$ cat src/rtl/rtc_multi_alarm.sv
// 24-hour real-time clock with N independent alarm channels, per-channel enable,
// snooze and auto-timeout of ringing. Set modes freeze time; alarm edit keeps it running.
module rtc_multi_alarm #(
  parameter int TICK_DIV   = 1000000,
  parameter int N_ALARM    = 4,
  parameter int SNOOZE_MIN = 5,
  parameter int RING_SEC   = 60,
  parameter int AW         = (N_ALARM > 1) ? $clog2(N_ALARM) : 1
) (
  input  logic               clk,
  input  logic               rst,
  input  logic [1:0]         mode,
  input  logic               inc,
  input  logic               dec,
  input  logic [AW-1:0]      sel,
  input  logic               field,
  input  logic               en_tgl,
  input  logic               snooze,
  input  logic               dismiss,
  output logic [4:0]         hour,
  output logic [5:0]         min,
  output logic [5:0]         sec,
  output logic [4:0]         alm_hour,
  output logic [5:0]         alm_min,
  output logic [N_ALARM-1:0] alm_en,
  output logic [N_ALARM-1:0] ringing,
  output logic               tick
);

  localparam int DW = (TICK_DIV > 1) ? $clog2(TICK_DIV) : 1;

  logic [DW-1:0]      r_div;
  logic               r_tick;
  logic               r_upd;
  logic [4:0]         r_hour;
  logic [5:0]         r_min;
  logic [5:0]         r_sec;
  logic [4:0]         r_ah   [N_ALARM];
  logic [5:0]         r_am   [N_ALARM];
  logic [4:0]         r_sh   [N_ALARM];
  logic [5:0]         r_sm   [N_ALARM];
  logic [7:0]         r_cnt  [N_ALARM];
  logic [N_ALARM-1:0] r_en;
  logic [N_ALARM-1:0] r_ring;
  logic [N_ALARM-1:0] r_pend;

  logic               w_adj;
  logic               w_set;
  logic [4:0]         w_sel_h;
  logic [5:0]         w_sel_m;
  logic [6:0]         w_msum;
  logic [4:0]         w_snz_h;
  logic [5:0]         w_snz_m;
  logic               w_at_min;
  logic [N_ALARM-1:0] w_shit;
  logic [N_ALARM-1:0] w_match;

  function automatic logic [4:0] f_wrap_h(input logic [4:0] v, input logic up);
    if (up) return (v == 5'd23) ? 5'd0 : v + 5'd1;
    else    return (v == 5'd0) ? 5'd23 : v - 5'd1;
  endfunction

  function automatic logic [5:0] f_wrap_m(input logic [5:0] v, input logic up);
    if (up) return (v == 6'd59) ? 6'd0 : v + 6'd1;
    else    return (v == 6'd0) ? 6'd59 : v - 6'd1;
  endfunction

  // Simultaneous inc and dec cancel out.
  assign w_adj    = inc ^ dec;
  assign w_set    = (mode == 2'b01) || (mode == 2'b10);
  assign w_at_min = r_upd && (r_sec == 6'd0);

  always_comb begin
    w_sel_h = '0;
    w_sel_m = '0;
    for (int k = 0; k < N_ALARM; k++) begin
      if (sel == AW'(k)) begin
        w_sel_h = r_ah[k];
        w_sel_m = r_am[k];
      end
    end
  end

  always_comb begin
    w_msum  = {1'b0, r_min} + 7'(SNOOZE_MIN);
    w_snz_h = r_hour;
    w_snz_m = w_msum[5:0];
    if (w_msum >= 7'd60) begin
      w_snz_m = w_msum[5:0] - 6'd60;
      w_snz_h = f_wrap_h(r_hour, 1'b1);
    end
  end

  always_comb begin
    w_shit  = '0;
    w_match = '0;
    for (int k = 0; k < N_ALARM; k++) begin
      w_shit[k]  = w_at_min && r_pend[k] && (r_sh[k] == r_hour) && (r_sm[k] == r_min);
      w_match[k] = w_at_min && r_en[k] && !r_ring[k] &&
                   (w_shit[k] || ((r_ah[k] == r_hour) && (r_am[k] == r_min)));
    end
  end

  // r_tick is raised together with the divider's last count, so the time
  // update lands on the edge that closes that cycle.
  always_ff @(posedge clk or posedge rst) begin
    if (rst) begin
      r_div  <= '0;
      r_tick <= 1'b0;
    end else begin
      r_tick <= (r_div == DW'(TICK_DIV - 2));
      r_div  <= r_tick ? '0 : r_div + 1'b1;
    end
  end

  always_ff @(posedge clk or posedge rst) begin
    if (rst) begin
      r_hour <= '0;
      r_min  <= '0;
      r_sec  <= '0;
      r_upd  <= 1'b0;
    end else begin
      r_upd <= 1'b0;
      if (w_set) begin
        r_sec <= '0;
        if (w_adj && (mode == 2'b01)) r_hour <= f_wrap_h(r_hour, inc);
        if (w_adj && (mode == 2'b10)) r_min  <= f_wrap_m(r_min, inc);
      end else if (r_tick) begin
        r_upd <= 1'b1;
        if (r_sec == 6'd59) begin
          r_sec <= '0;
          if (r_min == 6'd59) begin
            r_min  <= '0;
            r_hour <= f_wrap_h(r_hour, 1'b1);
          end else begin
            r_min <= r_min + 6'd1;
          end
        end else begin
          r_sec <= r_sec + 6'd1;
        end
      end
    end
  end

  // Per-channel state; within a cycle dismiss beats snooze, which beats a match.
  always_ff @(posedge clk or posedge rst) begin
    if (rst) begin
      r_en   <= '0;
      r_ring <= '0;
      r_pend <= '0;
      for (int k = 0; k < N_ALARM; k++) begin
        r_ah[k]  <= '0;
        r_am[k]  <= '0;
        r_sh[k]  <= '0;
        r_sm[k]  <= '0;
        r_cnt[k] <= '0;
      end
    end else begin
      for (int k = 0; k < N_ALARM; k++) begin
        if ((mode == 2'b11) && w_adj && (sel == AW'(k))) begin
          if (field) r_am[k] <= f_wrap_m(w_sel_m, inc);
          else       r_ah[k] <= f_wrap_h(w_sel_h, inc);
        end
        if (dismiss) begin
          r_ring[k] <= 1'b0;
          r_pend[k] <= 1'b0;
        end else if (snooze) begin
          if (r_ring[k]) begin
            r_ring[k] <= 1'b0;
            r_pend[k] <= 1'b1;
            r_sh[k]   <= w_snz_h;
            r_sm[k]   <= w_snz_m;
          end
        end else begin
          if (w_shit[k]) r_pend[k] <= 1'b0;
          if (w_match[k]) begin
            r_ring[k] <= 1'b1;
            r_cnt[k]  <= '0;
          end else if (r_ring[k] && r_tick) begin
            if (r_cnt[k] == 8'(RING_SEC - 1)) r_ring[k] <= 1'b0;
            else                              r_cnt[k]  <= r_cnt[k] + 8'd1;
          end
        end
        if (en_tgl && (sel == AW'(k))) begin
          r_en[k] <= !r_en[k];
          if (r_en[k]) begin
            r_ring[k] <= 1'b0;
            r_pend[k] <= 1'b0;
          end
        end
      end
    end
  end

  assign hour     = r_hour;
  assign min      = r_min;
  assign sec      = r_sec;
  assign alm_hour = w_sel_h;
  assign alm_min  = w_sel_m;
  assign alm_en   = r_en;
  assign ringing  = r_ring;
  assign tick     = r_tick;

endmodule

$ cat config.mk
export PLATFORM = sky130hd
export DESIGN_NAME = rtc_multi_alarm
export DESIGN_NICKNAME = d
export VERILOG_FILES = /design/src/rtl/rtc_multi_alarm.sv
export SDC_FILE = /design/constraint.sdc
export NUM_CORES = 1
export LEC_CHECK = 0
export CAP_MARGIN = 10
export CORE_MARGIN = 3
export CORE_UTILIZATION = 50
export DETAILED_ROUTE_END_ITERATION = 7
export PLACE_DENSITY = 0.73
export RECOVER_POWER = 50
export SLEW_MARGIN = 10
export SYNTH_ARGS = -nofsm -noshare
export SYNTH_HDL_FRONTEND = slang
export SYNTH_SLANG_ARGS = --single-unit
$ cat constraint.sdc
create_clock -name clk -period 7.21 [get_ports clk]
set_input_delay 1.442 -clock clk [delete_from_list [all_inputs] [get_ports clk]]
set_output_delay 1.442 -clock clk [all_outputs]
set_load 0.1 [all_outputs]
After elaboration in Yosys (flattened, before gate mapping)
Index checks and enable logic that the tools add are counted.
{"block": "totals", "regBits": 171, "input_bits": 12}
{"block": "op_classes", "addsub": 16, "order_cmp": 1, "n_eq_ne": 38, "mux": 101, "bitwise": 4, "reduce_logical": 88}
{"op": "two-way mux 6 bit", "count": 18}
{"op": "two-way mux 8 bit", "count": 12}
{"op": "two-way mux 5 bit", "count": 16}
{"op": "two-way mux 1 bit", "count": 54}
{"op": "== test 6 bit", "count": 8}
{"op": "logical AND 1 bit", "count": 44}
{"op": "== test 5 bit", "count": 8}
{"op": "adder 8 x 1 -> 8 bit, second input constant", "count": 4}
{"op": "== test 8 x 6 -> 1 bit, second input constant", "count": 4}
{"op": "adder 20 x 1 -> 20 bit, second input constant", "count": 1}
{"op": "== test 20 bit, second input constant", "count": 1}
{"op": "two-way mux 20 bit", "count": 1}
{"op": "AND reduction 4 bit", "count": 5}
{"op": "adder 6 x 1 -> 6 bit, second input constant", "count": 3}
{"op": "== test 6 bit, second input constant", "count": 3}
{"op": "logical NOT 6 bit", "count": 3}
{"op": "AND reduction 2 bit", "count": 8}
{"op": "AND reduction 3 bit", "count": 5}
{"op": "nonzero test 2 bit", "count": 7}
{"op": "subtractor 6 x 1 -> 6 bit, second input constant", "count": 2}
{"op": "adder 5 x 1 -> 5 bit, second input constant", "count": 2}
{"op": "== test 5 bit, second input constant", "count": 2}
{"op": "logical NOT 5 bit", "count": 2}
{"op": "subtractor 5 x 1 -> 5 bit, second input constant", "count": 2}
{"op": "12 further kinds", "count": 33}

Longest topological paths before layout
{"block": "logic_depth", "ltp_word": 12, "depth_mapped": 9, "depth_no_buf": 8}

Worst setup path after synthesis
Ideal clock, no wire load.
{"block": "synth_path", "kind": "input to output", "start": "input port sel[0]", "end": "output port alm_hour[0]", "arrival_ps": 2627, "required_ps": 5768, "path_slack_ps": 3141, "cell_stages": 2, "cell_sequence": "buf_6 mux4_1"}
{"block": "synth_between", "elab_chain_cells": 5}
{"item": "start: declaration", "line_no": "15", "rtl": "input logic [AW-1:0] sel,"}
{"item": "logical NOT 2 bit", "line_no": "77", "rtl": "if (sel == AW'(k)) begin"}
{"item": "two-way mux 5 bit (3 in series)", "line_no": "77"}
{"item": "two-way mux 5 bit (*)", "line_no": "77"}
{"item": "end: declaration", "line_no": "23", "rtl": "output logic [4:0] alm_hour,"}
Mark *: on every way between the ends. The rest lies on a longest branch, timed or not.

Final worst setup path
{"block": "layout_path", "start": "input port sel[0]", "end": "output port alm_min[2]"}
{"block": "layout_between", "elab_chain_cells": 5}
{"item": "logical NOT 2 bit", "line_no": "77"}
{"item": "two-way mux 6 bit (3 in series)", "line_no": "77"}
{"item": "two-way mux 6 bit (*)", "line_no": "77"}
{"item": "end: declaration", "line_no": "24", "rtl": "output logic [5:0] alm_min,"}
Marked as above.

==> summary by stage <==
STA
The max-slew violation count is roughly 170. Between clock sinks in the finished design, the worst skew comes to 0.0117 ns. Setup violations remaining at the end of the flow were counted as 0. Setup repair after global routing left no endpoint under its margin. The smallest clock period supported by the final layout is computed as 5.91 ns. The headroom to the max-slew limit is -133%. The setup TNS after final layout is 0 ns. The final-report hold violation count came to 0.

The worst path uses 82.0% of the clock period. Based on the critical path, the design can be clocked at up to 169 MHz. The slew of the pin with the lowest slew margin is between 3 and 4 ns.

Worst setup path
In this run the worst path has a maximum fanout of 21. The kind of start point of the critical path is an input port. The setup path with the least slack is of type input port to primary output. In this run the critical register-to-register path is launched from min[1]. The critical path endpoint category is a primary output. STA puts the critical path data required time at slightly below 6 ns. The arrival time at the worst endpoint is 4.47 ns.

The most critical setup path has its startpoint at sel[0]. The number of cells on the worst reg-to-reg path is 8. The end of the worst register-to-register path is r_sm[4]. The most critical setup path has its endpoint at alm_min[2]. The setup slack of the worst register-to-register path is between 3 and 4 ns.

Floorplan
The floorplan has 50 rows. The floorplan core area is around 19,000 um2. The die is around 150 um wide. Pin placement for this block handled 49 I/O pins. The die covers 21,200 um2.

The starting density of the core is around half. The overall die height is ~150 um.

Logic synthesis
Among all flip-flop cells after synthesis, the most frequent one is dfrtp_1. The number of warning messages in the yosys log is 0. Sequential elements use roughly 44% of the synthesized area. Summing every instance area after synthesis gives 9760 um2. The post-synthesis net count is between 1,000 and 1,500. The mean instance size in the synthesized netlist is between 9 and 10 um2.

For this run, asynchronously set or reset flops after synthesis account for 100%. The count of flip-flops with a built-in enable after synthesis is 0. In this run the biggest area consumer among cell types represents between 40% and 50% of the synthesized area. The most common cell in the netlist is dfrtp_1. Yosys attributes the largest share of cell area to dfrtp_1 44%, xnor2_1 9.1%, mux2_2 5.2%.

The commonest cells after synthesis are 171 x dfrtp_1, 102 x xnor2_1, 96 x nand2_1, 86 x nor2_1, 74 x o21ai_0. The count of cell types in the netlist is 67. The largest area contributor in the netlist is dfrtp_1. Synthesis produced ~990 cells. The synthesized flop and latch total is between 150 and 200.

CTS
The clock sink total is approximately 170. The maximum root-to-sink buffer count is 2. TritonCTS built the clock tree. Once the clock tree was built, the resizer swapped 0 gates to a different size. In this run the post-CTS setup repair buffer count came out at 0.

At the later pin of the worst-skew pair, clock insertion delay measures between 0.4 and 0.5 ns. The deepest level of the CTS H-tree is 4. The number of hold buffers added after CTS was 0. The clock edge transition at the registers on the reported setup and hold paths is 0.07 ns. The number of buffers created by CTS is 17. The root cell of the clock tree is clkbuf_16.

GRT
The global-route track usage on met2 is 36.1%. The routing usage on met1 is between 20% and 30%. The aggregate global routing overflow is 0. The wire length of the first global-routing pass is roughly 37,000 um.

The via count of the first global-routing pass is 7,365. The largest net degree at the start of global routing is 81. Global routing consumed, over all layers together, a little over a fifth of the routing resources. The initial antenna violation count is 0.

The highest-utilization routing layer at the global route stage is met2. The met3 demand-to-capacity share in global routing is approximately 4.4%.

Drt
For this block, the initial DRC count from the detailed router was roughly 410. For this run, design rule violations remaining after detail routing come to 0. Summing over every cut layer, the via total after detailed routing is 7,318. The antenna violation net count after detailed routing is 0. Dividing the detail-routed via count by the number of cells gives approximately 5.7. The total wirelength of the detailed-routed design is approximately 22,000 um. Dividing the detail-routed wire length by the instance count gives ~17 um.

For this run, the detailed router's first-pass iteration total came to 7.

Layout
Cells with a size suffix above 1 make up between 10% and 20% of the layout. At the end of the flow, the number of nets in the layout was roughly 1,100. The antenna diode instance count is 0.

From synthesis to final layout, the design area changed by 12.1%. The utilization after layout is a little under 60%.

Placement
Port buffering added 48 buffers. The final estimated routing congestion in global placement is between 0.8 and 0.9. The HPWL after detailed placement is approximately 16,000 um.

Status
The final reports fail on capacitance limit, slew limit. The flow ran to the end, but the final reports show violations.

Power
The maximum vdd ir drop is ~0.00016 V. Summed over all cells, the static leakage comes to between 4 and 5 nW. For this design the ratio of total power to cell area is between 300 and 400 nW/um2.

Min path
The class of the tightest hold or removal check is register to register.

Flow run
Across the run, the number of max-cap violations was 3.
==> metrics by stage <==
step / setup WS (ns) / instances / hold WS, ns / area, um2 / power (mW)
after floorplan: 1.14 / 992 / 0.442 / 9760 / 2.87
after global placement: 1.34 / 1258 / 0.481 / 10400 / 3.32
after detailed placement: 1.27 / 1258 / 0.476 / 10400 / 3.35
after CTS: 1.27 / 1289 / 0.495 / 11000 / 4.22
after global routing: 0.623 / 1289 / 0.522 / 10900 / 4.43
final: 1.30 / 1289 / 0.498 / 10900 / 4.21
==> worst max-delay path, cell delays in order <==
cell	delay (ns)
clkdlybuf4s50_1	1.16
mux4_1	0.83
clkdlybuf4s50_1	1.03
==> routing by layer <==
| layer | routed length [um] | vias up |
|---|---|---|
| met5 | 0 | - |
| met1 | 9940 | 3607 |
| met4 | 497 | 0 |
| li1 | - | 3498 |
| met3 | 899 | 37 |
| met2 | 11000 | 176 |
==> worst min-delay path by stage <==
| stage | from | to | slack, ns | cells past startpoint |
|---|---|---|---|---|
| floorplan | r_div[15] | tick | 0.44 | 1 |
| global placement | r_div[15] | tick | 0.48 | 1 |
| detailed placement | r_div[15] | tick | 0.48 | 1 |
| CTS | r_div[15] | tick | 0.49 | 1 |
| global route | r_div[15] | tick | 0.52 | 1 |
| finish | r_div[15] | tick | 0.50 | 1 |
==> logic make-up after synthesis <==
kind of cell	after synthesis	synth area share, %
compound gates	150	8.82
xor+xnor	151	13.5
fa+ha+maj	22	2.82
buf+inv	76	3.47
flops	171	43.8
mux	65	9.02
simple gates	357	18.5
==> layout make-up <==
class                   instances  area (um2)
clock buffers                  19         443
clock inverters                12         106
fillers                      1644        8010
inverters                      24        91.3
multi-input cells             745        5150
flip-flops and latches        171        4280
well taps                     260         325
repair buffers                 58         546
==> layout by cell type, fill, tap and decap left out, types with 7 or more instances in the layout <==
master           instances
nor2b_1                 11
xnor2_1                102
mux2_2                  45
clkbuf_16               17
nand4_1                 38
ha_1                    22
nor3_1                  18
o21ai_0                 74
a31oi_1                  7
buf_4                    7
nand3_1                 31
xor2_1                  49
and3_1                  20
nor4_1                   7
nor2_1                  86
nand2_1                 96
inv_1                   23
dfrtp_1                171
a21oi_1                 31
clkdlybuf4s50_1         45
mux2i_1                  8
==> power breakdown <==
group	leakage [nW]	total [mW]	switching [mW]	internal (mW)
logic	2.12	1.99	1.28	0.713
registers	2.28	1.35	0.251	1.10
clock network	0.261	0.861	0.403	0.459
total	4.66	4.21	1.94	2.27
==> flip-flops by register name, indices dropped and copies added, names as in the netlist <==
| signal | count |
|---|---|
| r_cnt | 32 |
| r_div | 20 |
| r_ah | 20 |
| r_sm | 24 |
| ringing | 4 |
| alm_en | 4 |
| r_pend | 4 |
| r_am | 24 |
| r_sh | 20 |
| sec | 6 |
| tick | 1 |
| min | 6 |
| hour | 5 |
| r_upd | 1 |
No activity file was read; power rests on OpenSTA's default activity.
